--- src/rtl/sin_mult_pipe_pkg.sv ---
// Shared widths and Q-format for the sine source and the sample scaler.
// Keeps generator and multiplier in agreement on sample/coef layout.
package sin_mult_pipe_pkg;
   localparam int SM_DATA_W = 22;
   localparam int SM_COEF_W = 16;
   localparam int SM_OUT_W  = 22;
   localparam int SM_SHIFT  = SM_COEF_W - 1;
   localparam int SM_CNT_W  = 16;

   function automatic logic [SM_CNT_W-1:0] sat_inc(
      input logic [SM_CNT_W-1:0] c
   );
      return (&c) ? c : c + SM_CNT_W'(1);
   endfunction
endpackage

--- src/rtl/sin_mult_pipe_round_sat.sv ---
// Shift, round-half-up and clamp of a full signed product.
// Purely combinational; the caller decides where it sits in the pipe.
module round_sat
   import sin_mult_pipe_pkg::*;
#(
   parameter int IN_W  = SM_DATA_W + SM_COEF_W,
   parameter int OUT_W = SM_OUT_W,
   parameter int SHIFT = SM_SHIFT,
   parameter int ROUND = 1,
   parameter int SAT   = 1
) (
   input  logic [IN_W-1:0]  p_in,
   output logic [OUT_W-1:0] r_out,
   output logic             sat
);
   localparam int W  = IN_W + 1;
   localparam int RS = (SHIFT > 0) ? SHIFT - 1 : 0;
   localparam logic [W-1:0] RC =
      (ROUND != 0 && SHIFT > 0) ? (W'(1) << RS) : '0;
   localparam logic [OUT_W-1:0] MAXV = {1'b0, {(OUT_W-1){1'b1}}};
   localparam logic [OUT_W-1:0] MINV = {1'b1, {(OUT_W-1){1'b0}}};

   logic signed [W-1:0] sum;
   logic signed [W-1:0] r;
   logic                ovf;

   // one guard bit so the rounding add never overflows
   assign sum = $signed({p_in[IN_W-1], p_in}) + $signed(RC);
   assign r   = sum >>> SHIFT;
   assign ovf = r[W-1:OUT_W-1] != {(W-OUT_W+1){r[W-1]}};

   always_comb begin
      r_out = r[OUT_W-1:0];
      sat   = 1'b0;
      if (SAT != 0 && ovf) begin
         r_out = r[W-1] ? MINV : MAXV;
         sat   = 1'b1;
      end
   end
endmodule

--- src/rtl/sin_mult_pipe.sv ---
// Pipelined signed sample x coefficient scaler with round/saturate,
// valid/ready flow control and a sticky saturation event counter.
module sin_mult_pipe
   import sin_mult_pipe_pkg::*;
#(
   parameter int DATA_W = SM_DATA_W,
   parameter int COEF_W = SM_COEF_W,
   parameter int OUT_W  = SM_OUT_W,
   parameter int SHIFT  = SM_SHIFT,
   parameter int ROUND  = 1,
   parameter int SAT    = 1,
   parameter int PIPE   = 3
) (
   input  logic              clk,
   input  logic              rst,
   input  logic              in_valid,
   output logic              in_ready,
   input  logic [DATA_W-1:0] data_in,
   input  logic [COEF_W-1:0] coef_in,
   output logic              out_valid,
   input  logic              out_ready,
   output logic [OUT_W-1:0]  data_out,
   output logic              sat_flag,
   output logic [15:0]       sat_count,
   input  logic              clr_count
);
   localparam int P_W = DATA_W + COEF_W;
   localparam int NP  = (PIPE > 2) ? PIPE - 2 : 1;

   logic                     adv;
   logic                     v1;
   logic signed [DATA_W-1:0] a_q;
   logic signed [COEF_W-1:0] b_q;
   logic signed [P_W-1:0]    prod;
   logic [P_W-1:0]           rs_in;
   logic                     rs_v;
   logic [OUT_W-1:0]         rs_out;
   logic                     rs_sat;

   // single global stall: every stage moves together
   assign adv      = ~out_valid | out_ready;
   assign in_ready = adv;

   always_ff @(posedge clk or posedge rst) begin
      if (rst) v1 <= 1'b0;
      else if (adv) v1 <= in_valid;
   end

   always_ff @(posedge clk) begin
      if (adv) begin
         a_q <= data_in;
         b_q <= coef_in;
      end
   end

   assign prod = P_W'(a_q) * P_W'(b_q);

   if (PIPE == 2) begin : g_comb
      assign rs_in = prod;
      assign rs_v  = v1;
   end else begin : g_reg
      logic [P_W-1:0] p_q [NP];
      logic [NP-1:0]  pv_q;

      always_ff @(posedge clk or posedge rst) begin
         if (rst) pv_q <= '0;
         else if (adv) begin
            pv_q[0] <= v1;
            for (int i = 1; i < NP; i++) pv_q[i] <= pv_q[i-1];
         end
      end

      always_ff @(posedge clk) begin
         if (adv) begin
            p_q[0] <= prod;
            for (int i = 1; i < NP; i++) p_q[i] <= p_q[i-1];
         end
      end

      assign rs_in = p_q[NP-1];
      assign rs_v  = pv_q[NP-1];
   end

   round_sat #(
      .IN_W  (P_W),
      .OUT_W (OUT_W),
      .SHIFT (SHIFT),
      .ROUND (ROUND),
      .SAT   (SAT)
   ) u_rs (
      .p_in  (rs_in),
      .r_out (rs_out),
      .sat   (rs_sat)
   );

   always_ff @(posedge clk or posedge rst) begin
      if (rst) begin
         out_valid <= 1'b0;
         data_out  <= '0;
         sat_flag  <= 1'b0;
      end else if (adv) begin
         out_valid <= rs_v;
         data_out  <= rs_out;
         sat_flag  <= rs_sat;
      end
   end

   always_ff @(posedge clk or posedge rst) begin
      if (rst) sat_count <= '0;
      else if (clr_count) sat_count <= '0;
      else if (out_valid & out_ready & sat_flag)
         sat_count <= sat_inc(sat_count);
   end
endmodule
--- config.mk ---
export PLATFORM = sky130hd
export DESIGN_NAME = sin_mult_pipe
export DESIGN_NICKNAME = d
export VERILOG_FILES = /design/src/rtl/sin_mult_pipe_pkg.sv /design/src/rtl/sin_mult_pipe_round_sat.sv /design/src/rtl/sin_mult_pipe.sv
export SDC_FILE = /design/constraint.sdc
export NUM_CORES = 1
export LEC_CHECK = 0
export CORE_MARGIN = 3
export CORE_UTILIZATION = 52
export CTS_BUF_LIST = sky130_fd_sc_hd__clkbuf_8 sky130_fd_sc_hd__clkbuf_16
export CTS_CLUSTER_DIAMETER = 100
export CTS_CLUSTER_SIZE = 28
export DETAILED_ROUTE_END_ITERATION = 8
export PLACE_DENSITY = 0.82
export SKIP_LAST_GASP = 1
export SYNTH_ARGS = -nofsm -noshare
export SYNTH_HDL_FRONTEND = slang
export SYNTH_SLANG_ARGS = --single-unit
--- constraint.sdc ---
create_clock -name clk -period 5.5 [get_ports clk]
set_input_delay 0.825 -clock clk [delete_from_list [all_inputs] [get_ports clk]]
set_output_delay 0.825 -clock clk [all_outputs]
set_load 0.01 [all_outputs]
======== After elaboration in Yosys (flattened, before gate mapping) ========
Memory sizes are Yosys's and may differ from the RTL's.
Cells that the tools add are included.
storage, ports and cells
  register bits after elaboration ......... 80
  RAM bits ................................ 38
  bits of input ports ..................... 43
  output and inout port bits .............. 41
  word-level logic and storage cells ...... 29
  memories kept ........................... 1
operators by class
  add/subtract/negate cells ............... 2
  multiply operators ...................... 1
  equal/unequal tests ..................... 2
  multiplexer cells ....................... 8
  bitwise gates (word level) .............. 4
  reduce and logical (&&, ||, !) cells .... 3
memories
  memory     words  bits a word  read ports  clocked after memory_dff  write ports  RTL line             RTL
  g_reg.p_q  1      38           1           0                         1            sin_mult_pipe.sv:62  logic [P_W-1:0] p_q [NP];
operators with widths
  kind                                             count
  two-way mux 16 bit                               3
  two-way mux 22 bit                               2
  adder 38 x 16 -> 39 bit (second input constant)  1
  multiplier 22 x 16 -> 38 bit                     1
  adder 16 x 1 -> 16 bit (second input constant)   1
  AND reduction 16 bit                             1
  two-way mux 1 bit                                3
  AND 1 bit                                        2
  inequality test 2 bit                            1
  inequality test 2 bit (second input constant)    1
  AND reduction 2 bit                              1
  nonzero test 2 bit                               1
  NOT 1 bit                                        1
  bitwise OR 1 bit                                 1

======== Depth between registers and ports, before layout ========
Gate-level depths: netlist of the first run.
  word-level depth ........................ 4
  depth in mapped cells ................... 24
  mapped depth without buffers ............ 23

======== Modules after synthesis ========
A second synthesis of the first run with hierarchy kept.
unflattened totals
  cells, all modules ...................... 1,867
  area, all modules ....................... 18,172.4 sq um
modules (own cells, without submodules)
  module         times used  cells an instance  area an instance (sq um)  seq. area each (sq um)
  sin_mult_pipe  1           1,718              17,196.5                  3,333.2
  round_sat      1           149                975.9                     0.0

======== Worst setup path after synthesis of the first run ========
OpenSTA, ideal clock, no wires.
  kind .................................... reg2reg
  start point ............................. reg a_q[11]
  end point ............................... mem g_reg.p_q[0][36] (netlist name), data pin
  setup time .............................. 0.261 ns
  arrival ................................. 5.772 ns
  data required time ...................... 5.239 ns
  slack ................................... -0.532 ns
  stages on the path, launching flop included .. 21
  path buffers ............................ 1
  clock period less this slack ............ 6.032 ns
  cell sequence ........................... edfxtp_1 clkbuf_1 nand2_1 fa_1 inv_1 fa_1 fa_1 fa_1 fa_1 inv_1 fa_1 inv_1 ha_1 a21o_1 a2bb2oi_1 a21boi_0 a311o_1 a31o_2 o311a_1 o21ai_0 a21oi_1
on the way
  word-level cells in the longest chain between the ends .. 1
RTL lines
  what                          RTL line             RTL
  start: declaration            sin_mult_pipe.sv:32  logic signed [DATA_W-1:0] a_q;
  start signal: assignment      sin_mult_pipe.sv:51  a_q <= data_in;
  multiplier 22 x 16 -> 38 bit  sin_mult_pipe.sv:56  assign prod = P_W'(a_q) * P_W'(b_q);
  net prod[36]                  sin_mult_pipe.sv:34  logic signed [P_W-1:0] prod;
  end: declaration              sin_mult_pipe.sv:62
The timed path passes the listed nets, and every way through them passes these cells.

======== Final worst setup path of the first run ========
  start point ............................. reg b_q[1]
  end point ............................... mem g_reg.p_q[0][32] (netlist name), data pin
on the way
  word-level cells in the longest chain between the ends .. 1
RTL lines
  what                          RTL line             RTL
  start: declaration            sin_mult_pipe.sv:33  logic signed [COEF_W-1:0] b_q;
  start signal: assignment      sin_mult_pipe.sv:52  b_q <= coef_in;
  multiplier 22 x 16 -> 38 bit  sin_mult_pipe.sv:56
  net prod[32]                  sin_mult_pipe.sv:34
The timed path passes the listed nets, and every way through them passes these cells.

==> results.yml, run 1 <==
outcome:
  violations: "negative setup slack"
  outcome: "finished with violations"
floorplanning:
  rows: 64
  io-pin-count: 84
  coreArea_um2: 31000
  die_w_um: 184
  die_height_um: 184
  start_util: 0.534
  dieArea_um2: 34000
route:
  dr.pass1.iters: 6
  vias_per_cell: 5.34
  wl_per_cell_um: 17.8
  drt-initial-drc-count: 1114
  wirelength_mm: 42.4
  ant_nets: 0
  vias: 12691
  drc: 0
logic_synthesis:
  syn_avg_cell_area_um2: 9.59
  ys_types: 52
  synthArstFlopShare: 0.404
  syn_area_um2: 16600
  synth_edf_count: 62
  synth_seq_area_share: 0.176
  yosys.area.top_type_share: 0.417
  synth_ff_type: "edfxtp_1"
  yosys_warnings: 0
  synth_area_leaders: "fa_1 42%, edfxtp_1 11%, inv_1 9.6%"
  synthCells: 1726
  ys_ff_latch: 104
  yosysTopAreaCell: "fa_1"
  syn_nets: 2207
setup_path:
  r2r_slack_ps: -480
  crit_path_max_fanout: 15
  path_class: "flop to flop"
  rr_startpoint: "b_q[1]"
  cp_data_required_time_ps: 5620
  r2r-end: "g_reg.p_q[0][32]"
  crit_path_start_kind: "flop"
  critPathArrivalTime_ps: 6110
  crit_path_end_kind: "flop"
  r2r_cells: 23
place:
  place_congestion: 0.961
  dp_hpwl_mm: 34.2
  place.port_buffers: 83
  dpl-instance-area_um2: 19400
clock_network:
  clock-sinks: 104
  cts-root-buf: "clkbuf_16"
  htree_num_levels: 3
  numCtsBuffers: 9
  ctsLongestPathBuffers: 2
  clk_latency_ps: 380
  clkSlewWorstSetupHoldPaths_ps: 90
  tritoncts: "done"
sta:
  hold_viol: 0
  max_slew_margin: 0.329
  fin_crit_sh: 1.09
  min_period_ps: 5980
  finClkSkew_ps: 16.1
  worst_slack_ps: -485
  fmax_mhz: 167
  setup_violations: 22
  worst_pin_slew_ps: 1000
  hold-worst-slack_ps: 466
  rsz0062_at_grt: "true"
  slew_violations: 0
layout:
  postLayoutCoreUtil: 0.648
  n_antenna_cell: 0
  drive_above_1_share: 0.154
  nets: 2456
  area_delta_synth_final_pct: 21.4
  fillers: 2208
  layout_common_cells: "422 x inv_1, 337 x fa_1, 254 x nand2_1"
  final_common_cell: "inv_1"
  stdcell_area_um2: 20100
worst_hold_path:
  hold_path_end: "out_valid"
  min_from: "g_reg.pv_q"
  hold_path_class: "flop to flop"
  holdPathStages: 1
global_routing:
  overflow: 0
  grt.total_usage: 0.256
  grt_pass1_wl_mm: 68.4
  grt_max_degree: 68
  antenna_found_initial: 0
  grt_pass1_vias: 14041
flow_run:
  drv_cap: 0
-- logic make-up after synthesis --
kind of cell | Yosys count | share of synthesized area
compound gates | 99 | 0.0410
xor+xnor | 67 | 0.0354
fa+ha+maj | 438 | 0.487
buf+inv | 491 | 0.112
flops | 104 | 0.176
mux | 2 | 0.00128
simple gates | 525 | 0.147
-- how the worst max path moves through the flow --
stage               depth (start not counted)    start          endpoint
floorplan                                  21   a_q[6]  g_reg.p_q[0][37]
global placement                           19  a_q[12]  g_reg.p_q[0][37]
detailed placement                         21   b_q[4]  g_reg.p_q[0][37]
CTS                                        21   b_q[4]  g_reg.p_q[0][28]
global route                               20  a_q[10]  g_reg.p_q[0][32]
finish                                     23   b_q[1]  g_reg.p_q[0][32]
-- final cells by class --
type	count	area, um2	share of cell area
clock buffers	9	225	0.0112
flip-flops and latches	104	2910	0.145
inverters	425	1600	0.0794
repair buffers	304	2640	0.131
well taps	396	495	0.0247
clock inverters	7	78.8	0.00392
multi-input cells	1131	12200	0.605
-- metrics by stage --
stage	TNS (ps)	worst slack, ps	std cells
after floorplan	-705	-158	1726
after global placement	-5170	-384	2329
after detailed placement	-7040	-488	2329
after CTS	-5390	-412	2357
after global routing	-11320	-666	2376
final	-6780	-485	2376
-- state kept, by name, indices dropped and copies added (netlist names) --
register and cells:
g_reg.p_q 24, a_q 22, data_out 22, b_q 16, sat_count 16, g_reg.pv_q 1
out_valid 1, sat_flag 1, v1 1
-- routing by layer --
metal / GRT usage / share of wire / wire (um) / vias up
li1: - / - / - / 5590
met1: 0.312 / 0.37 / 15900 / 6271
met2: 0.441 / 0.50 / 21100 / 661
met3: 0.0555 / 0.084 / 3560 / 169
met4: 0.109 / 0.045 / 1890 / 0
met5: 0 / 0 / 0 / -
-- worst max-delay path: stages, from the launching register on --
cell	delay [ps]
edfxtp_1	380
buf_12	160
buf_4	130
nand2_4	60
fa_1	560
inv_1	70
fa_1	530
inv_1	50
fa_1	470
inv_1	50
fa_1	500
inv_1	60
fa_1	470
inv_1	50
fa_1	550
ha_4	230
a21oi_2	150
o21ai_0	100
nand2_1	110
o221ai_2	120
o21a_2	280
a311o_1	370
a21oi_2	180
xnor2_1	90
-- cells in the mapped netlist (2+ instances only) --
master and count:
nor3_1 7, buf_1 2, ha_1 93, a31o_2 3, a221oi_1 3, buf_2 2
a31oi_1 12, dfrtp_1 42, nand4_1 7, fa_1 345, clkbuf_1 61, and2_1 134
and4_1 4, a21o_1 2, nand2_1 260, o21ai_0 15, inv_1 424, o21ai_1 2
xnor2_1 38, o21bai_1 5, and3_1 10, a22o_1 11, a21oi_1 25, o21a_1 2
a311o_1 2, or3_1 2, nand2b_1 7, xor2_1 29, o211ai_1 4, nand3_1 24
edfxtp_1 62, nor2_1 66, o221ai_1 2
-- timing repair --
| item | 4_1_cts | 5_1_grt |
|---|---|---|
| buffers inserted | 12 | 19 |
| hold buffers | 0 | 0 |
| resized for setup | 11 | 26 |
| endpoints found under the setup margin | 22 | 23 |
| pin swaps | 8 | 19 |
Power of run 1 is not shown: default switching activity piles up to over one toggle a cycle in this logic, so the estimate is an artifact.
==> run 2: changes to the inputs <==
- CORE_MARGIN: 3 -> 4
- HOLD_SLACK_MARGIN: default -> 0.12
==> run 2 against run 1 <==
Against the previous run: the flow still finishes with violations (negative setup slack); sequential cell count unchanged; worst setup slack better by 67 ps; critical path depth is 1 lower; via count grew 0.13%; sequential share of layout area is 0.25 points lower; first-iteration DRC count is 16% lower; maximum frequency up 1.1%.
==> results.yml, run 2 (same netlist as run 1, synthesis figures left out) <==
clock_network:
  ctsHoldBuffers: 0
  cts-root-buf: "clkbuf_16"
  numCtsBuffers: 9
  ctsLongestPathBuffers: 2
  clock-sinks: 104
  clk_latency_ps: 370
  tritoncts: "done"
  clkSlewWorstSetupHoldPaths_ps: 80
  htree_num_levels: 3
layout:
  nets: 2462
  n_antenna_cell: 0
  largest_register_ffs: 24
  regMostFlops: "g_reg.p_q"
  regArea_um2: 2910
  area_delta_synth_final_pct: 23.5
  multi_input_area_um2: 12400
  layout_common_cells: "408 x inv_1, 330 x fa_1, 247 x nand2_1"
  drive_above_1_share: 0.179
  fillers: 2202
  reg.largest.list: "g_reg.p_q x24, a_q x22, data_out x22"
  final_common_cell: "inv_1"
setup_path:
  path_class: "flop to flop"
  r2r_slack_ps: -420
  critPathArrivalTime_ps: 6050
  crit_path_start_kind: "flop"
  cpMostUsedCell: "fa_1"
  crit_path_end_kind: "flop"
  cp_data_required_time_ps: 5630
  crit_path_max_fanout: 4
  worstPathCellList: "buf_4 -> and2_1 -> fa_1 -> inv_1 -> fa_1 -> fa_1 -> inv_1 -> fa_1 -> fa_1 -> inv_1 -> fa_1 -> inv_1 -> ha_1 -> nand2_4 -> nor2_4 -> buf_4 -> nand2_1 -> o221ai_4 -> o21a_4 -> a311o_1 -> a21oi_2 -> xnor2_1"
  cp_slowest_stage_delay_ps: 550
  cpMaxStageDelayCell: "fa_1"
sta:
  min_period_ps: 5920
  worst_pin_slew_ps: 1030
  finClkSkew_ps: 11.0
  setup-tns-final_ps: -6420
  max_slew_margin: 0.307
  slew_violations: 0
  rsz0062_at_grt: "true"
  hold_viol: 0
  worst_slack_ps: -418
  fin_crit_sh: 1.08
  setup_violations: 21
  fmax_mhz: 169
route:
  drt-initial-drc-count: 941
  vias: 12708
  wl_per_cell_um: 17.5
  dr.pass1.iters: 6
  ant_nets: 0
  vias_per_cell: 5.32
  wirelength_mm: 41.9
  drc: 0
outcome:
  violations: "negative setup slack"
  outcome: "finished with violations"
floorplanning:
  io-pin-count: 84
  die_height_um: 186
  coreArea_um2: 31500
  die_w_um: 186
  rows: 65
  dieArea_um2: 34800
  start_util: 0.526
global_routing:
  grt_pass1_vias: 14290
  grt_max_degree: 62
  grt_pass1_wl_mm: 68.6
  antenna_found_initial: 0
  overflow: 0
  grt.total_usage: 0.244
flow_run:
  drv_cap: 0
place:
  place_congestion: 0.946
  dp_hpwl_mm: 33.3
  place.port_buffers: 83
worst_hold_path:
  hold_path_class: "flop to flop"
==> run 2: changes by cell type in the layout (fill, tap and decap cells not counted), moves of 8 or more <==
cell / before / now
inv_1: 422 / 408
buf_6: 7 / 20
inv_2: 2 / 16
buf_4: 203 / 195
==> run 2: layer usage <==
layer  global-route usage  vias to the layer above  routed length [um]
met5                    0                        -                   0
met4               0.0958                        0                1850
met3               0.0486                      170                3340
met2                0.433                      596               21200
met1                0.295                     6328               15500
li1                     -                     5614                   -
==> run 2: layout make-up <==
class,count,area share
multi-input cells,1131,0.604
flip-flops and latches,104,0.142
repair buffers,310,0.135
inverters,425,0.0780
well taps,402,0.0246
clock buffers,9,0.0110
clock inverters,7,0.00434
==> run 2: worst max-delay path: cells and delay by family (launching register included) <==
family	cells	cell delay, ps
AO/OA/AOI/OAI	4	920
flip-flops	1	470
adder cells (fa/ha/maj)	7	3300
AND/OR/NAND/NOR	4	390
buffers and inverters	6	520
XOR/XNOR	1	80
==> run 2: metrics by stage <==
stage	worst slack (ps)	cells	util	hold slack (ps)	instance area (um2)
after CTS	-361	2376	0.642	471	20200
after detailed placement	-541	2332	0.616	451	19400
after global placement	-393	2332	0.616	442	19400
after global routing	-638	2388	0.650	507	20500
final	-418	2388	0.650	465	20500
after floorplan	-158	1726	-	430	16900
==> run 2: timing repair <==
action | 4_1_cts | 5_1_grt
buffers inserted | 27 | 12
endpoints found under the setup margin | 22 | 23
resized for setup | 74 | 36
gates cloned | 1 | 0
pin swaps | 61 | 19
==> run 2: final timing paths <==
kind	from	to	depth (start not counted)
max	a_q[14]	g_reg.p_q[0][32]	22
min	g_reg.pv_q	g_reg.pv_q	2
max reg2reg	a_q[14]	g_reg.p_q[0][32]	22
min reg2reg	g_reg.pv_q	g_reg.pv_q	2
max in group asynchronous	rst	data_out[1]	3
min in group asynchronous	rst	sat_count[9]	3
Power of run 2 is left out for the same reason.
